--- config.mk ---
export PLATFORM = sky130hd
export DESIGN_NAME = hps_status_event_conditioner
export DESIGN_NICKNAME = d
export VERILOG_FILES = /design/src/rtl/hps_status_event_conditioner.sv
export SDC_FILE = /design/constraint.sdc
export NUM_CORES = 1
export LEC_CHECK = 0
export ABC_AREA = 1
export CORE_AREA = 2 2 39 41
export CTS_BUF_LIST = sky130_fd_sc_hd__clkbuf_8
export CTS_CLUSTER_SIZE = 25
export DETAILED_ROUTE_END_ITERATION = 8
export DIE_AREA = 0 0 41 43
export PLACE_DENSITY_LB_ADDON = 0.2
export SYNTH_ARGS = -nofsm -noshare
export SYNTH_HDL_FRONTEND = slang
export SYNTH_SLANG_ARGS = --single-unit
--- constraint.sdc ---
create_clock -name clk -period 0.8 [get_ports clk]
set_input_delay 0.08 -clock clk [delete_from_list [all_inputs] [get_ports clk]]
set_output_delay 0.08 -clock clk [all_outputs]
set_load 0.02 [all_outputs]
--- src/rtl/hps_status_event_conditioner.sv ---
// Conditions raw HPS read-status events (level / stretched pulse / toggle) for the PIO in_port.
// Optional 2-flop input synchroniser when HPS_STATUS_SYNC_EN is defined.
module hps_status_event_conditioner #(
  parameter int unsigned      WIDTH        = 8,
  parameter int unsigned      HOLD_CYCLES  = 4,
  parameter int unsigned      CNT_W        = 3,
  parameter logic [WIDTH-1:0] STRETCH_MASK = '0,
  parameter logic [WIDTH-1:0] TOGGLE_MASK  = '0
) (
  input  logic             clk,
  input  logic             reset_n,
  input  logic [WIDTH-1:0] event_in,
  input  logic             clr_overrun,
  output logic [WIDTH-1:0] status_out,
  output logic [WIDTH-1:0] overrun
);

  localparam logic [CNT_W-1:0] HoldVal = CNT_W'(HOLD_CYCLES);
  localparam logic [CNT_W-1:0] CntOne  = CNT_W'(1);

  logic [WIDTH-1:0] ev;
  logic [WIDTH-1:0] ev_q;
  logic [WIDTH-1:0] rise;
  logic [WIDTH-1:0] status_d, status_q;
  logic [WIDTH-1:0] ovr_d, ovr_q;
  logic [CNT_W-1:0] cnt_d [WIDTH];
  logic [CNT_W-1:0] cnt_q [WIDTH];

`ifdef HPS_STATUS_SYNC_EN
  logic [WIDTH-1:0] sync1_q, sync2_q;

  always_ff @(posedge clk) begin
    if (!reset_n) begin
      sync1_q <= '0;
      sync2_q <= '0;
    end else begin
      sync1_q <= event_in;
      sync2_q <= sync1_q;
    end
  end

  assign ev = sync2_q;
`else
  assign ev = event_in;
`endif

  assign rise = ev & ~ev_q;

  always_comb begin
    ovr_d    = clr_overrun ? '0 : ovr_q;
    status_d = status_q;
    for (int i = 0; i < WIDTH; i++) begin
      cnt_d[i] = '0;
      if (TOGGLE_MASK[i]) begin
        if (rise[i]) status_d[i] = ~status_q[i];
      end else if (STRETCH_MASK[i]) begin
        if (rise[i]) begin
          cnt_d[i]    = HoldVal;
          status_d[i] = 1'b1;
          // Retrigger while still holding; applied after the clear so a set wins.
          if (cnt_q[i] != '0) ovr_d[i] = 1'b1;
        end else if (cnt_q[i] != '0) begin
          cnt_d[i]    = cnt_q[i] - CntOne;
          status_d[i] = (cnt_q[i] != CntOne);
        end else begin
          status_d[i] = 1'b0;
        end
      end else begin
        status_d[i] = ev[i];
      end
    end
  end

  always_ff @(posedge clk) begin
    if (!reset_n) begin
      ev_q     <= '0;
      status_q <= '0;
      ovr_q    <= '0;
      cnt_q    <= '{default: '0};
    end else begin
      ev_q     <= ev;
      status_q <= status_d;
      ovr_q    <= ovr_d;
      cnt_q    <= cnt_d;
    end
  end

  assign status_out = status_q;
  assign overrun    = ovr_q;

endmodule

# Word-level counts from Yosys, hierarchy flattened
# Index checks and enable logic that the tools add are counted.
# totals
regBits	8
latchBits	0
mem_bits_rw	0
romBits	0
input_bits	11
out_inout_bits	16
mem_count	0
# classes
add_sub_neg	0
mul	0
div	0
magnitude_cmp	0
n_eq_ne	0
n_shift	0
n_mux	0
n_bitwise	0
reduce_logical	0

# Depth between registers and ports, before layout
# depth
word_depth	0
mapped_depth	3
depth_no_buf	2

# Least setup slack after synthesis
# No wires, ideal clock.
# synth_timing
path_kind	register to output
from	register status_q[0], in the netlist status_out[0]
to	output port status_out[0]
arrival_time_ps	395
required_time_ps	720
setup_slack_ps	325
stages_incl_launch_ff	1
path_buffers	0
cell_sequence	dfxtp_1
# synth_rtl
element	line	text
start: declaration	24	logic [WIDTH-1:0] status_d, status_q;
start signal: assignment	82	status_q <= status_d;
end: declaration	14	output logic [WIDTH-1:0] status_out,
# No word-level cell between the ends.

# Worst setup path in the final report
# layout_timing
from	register status_q[3], in the netlist status_out[3]
to	output port status_out[3]
# No word-level cell between the ends.

==> metrics.md <==
| Metric | Value |
|---|---|
| Hold slack | `0.3813 ns` |
| Hold Path Class | `in -> reg` |
| H-tree lvl count | `1` |
| Cts bufs inserted | `3` |
| Hold_buf cts | `0` |
| Req. time, crit path | `0.72 ns` |
| TritonRoute pass-1 iters | `1` |
| Fmax | `1323 MHz` |
| Final core occ | `31.92%` |
| Row count | `14` |
| Hold Fails Final Rpt | `0` |
| Grt ovf | `0` |
| Ys Warns | `0` |
| Yosys top cell by area | `dfxtp_1` |
| CP Buf/Inv Count | `1` |
| Final instance area | `441.7 sq um` |
| Final Non-Filler Cells | `68` |
| Final setup fails | `0` |
| Wire per inst | `7.324 um` |
| DRT Wirelength | `498 um` |
| Gate count of the mapped netlist | `34` |
| Synth cell types | `6` |
| RSZ-0062 raised after global routing | `no` |
| Yosys top cell area share | `55.41%` |
| Vias | `223` |
| Placed inst area | `440.4 sq um` |
| CTS tree | `done` |
| Crit Path Class | `reg -> out` |
| Synthesized area per cell | `8.501 sq um` |
| Hpwl dp | `357.7 um` |
| Number of I/O pins | `27` |
| Tcrit/Tclk final | `94.51%` |
| Initial Utilization | `20.89%` |
| Ratio of cells with drive above 1 in the final layout | `21.15%` |
| Setup crit start kind | `register` |
| Max Slew Vio Count | `0` |
| Worst Setup End Kind | `primary output` |
| Fillers | `167` |
| # port buffers | `17` |
| GRT Total Usage | `6.727%` |
| Peak VDD IR | `0.8621 mV` |
| Max-Cap Viols | `0` |
| Worst path setup slack after routing | `0.04391 ns` |
| Clock root buffer | `clkbuf_8` |
| Crit-path slowest cell | `dfxtp_1` |
| Vias per inst | `3.279` |
| DP Worst Slack | `-0.1739 ns` |
| Die Ht | `43 um` |
| Top cell family by delay on the critical path | `flip-flops` |
| Initial DRC count | `0` |
| Worst-path clk slew | `0.04 ns` |
| DR DRC count | `0` |
| Final Critical Period | `0.7561 ns` |
| Total core area | `1384 sq um` |
| First-pass GRT wire length | `676 um` |
| Area Overhead vs Synth | `52.81%` |
| Antenna Cells | `0` |
| Final Power | `1.035 mW` |
| # clock sinks | `8` |
| Status | `finished clean` |
| Leak | `0.2676 nW` |
| Vias in the first global route | `176` |
| Number of flip-flops in the largest register | `8` |
| Chip width | `41 um` |
| Initial antenna violation count | `0` |
| Final Net Count | `65` |
| Placer congestion estimate | `0.4656` |
| Data arrival, critical path | `0.68 ns` |
| DIE AREA | `1763 sq um` |
| Largest net degree at the start of global routing | `9` |
| Ranking of synthesized cells by area | `dfxtp_1 (55%), buf_4 (21%), inv_1 (10%), nand2_1 (10%), buf_2 (1.7%)` |
| Clock buffer depth | `2` |
| DRT antenna net count | `0` |
| Sequential area share after synthesis | `55.41%` |
| Synth Cell Area | `289.0 sq um` |
| Post-synthesis sequential element count | `8` |
| Final setup TNS | `0 ns` |
| Crit-path max cell delay | `0.30 ns` |
| Placed Instances | `65` |
| Pwr per Cell Area | `2344 nW/um^2` |
| Maximum net fanout on the critical path | `1` |
| Worst path cell trace | `buf_2` |
[layout make-up]
cell class / instances / area (sq um) / area share (%)
flip-flops and latches: 8 / 160.2 / 36.26
repair buffers: 17 / 130.1 / 29.46
multi-input cells: 16 / 60.06 / 13.60
clock buffers: 3 / 41.29 / 9.348
inverters: 8 / 30.03 / 6.799
well taps: 16 / 20.02 / 4.533
[cells by family after synthesis]
kind of cell | after synthesis | share of synthesized area (%)
other | 1 | 1.297
buffers and inverters | 17 | 32.90
AND/OR/NAND/NOR | 8 | 10.39
flip-flops | 8 | 55.41
[Yosys cell counts]
| cell type | count |
|---|---|
| dfxtp_1 | 8 |
| conb_1 | 1 |
| buf_2 | 1 |
| buf_4 | 8 |
| nand2_1 | 8 |
| inv_1 | 8 |
[placed cells by master, fill, tap and decap left out]
cell / synthesis / routed
buf_2: 1 / 8
clkbuf_8: 0 / 3
dfxtp_1: 8 / 8
inv_1: 8 / 8
clkdlybuf4s50_1: 0 / 9
nand2_1: 8 / 8
conb_1: 1 / 8
[routing by layer]
layer	routed length, um	track usage [%]	part of all wire [%]
met5	0	0	0
met4	0	8.000	0
met3	106	4.712	21
met2	215	8.750	43
met1	176	5.788	35
[report_power, final]
part           switching (mW)  leakage, nW  total (mW)  internal (mW)
clock network           0.140       0.0216       0.464          0.324
registers             0.00382       0.0667       0.426          0.422
logic                  0.0864        0.179       0.145         0.0586
total                   0.230        0.268        1.04          0.805
[repair_timing]
item / CTS / global route
gates resized for setup: 32 / 0
setup endpoints to repair: 8 / 0
setup buffers: 0 / 0
hold endpoints to repair: 0 / 0
[worst paths after layout]
check / cells past startpoint / slack (ns) / end / from
max: 1 / 0.04 / status_out[3] / status_out[3]$_SDFF_PN0_
min: 3 / 0.38 / status_out[6]$_SDFF_PN0_ / event_in[6]
Note: power is estimated with default switching activity, not from simulation.
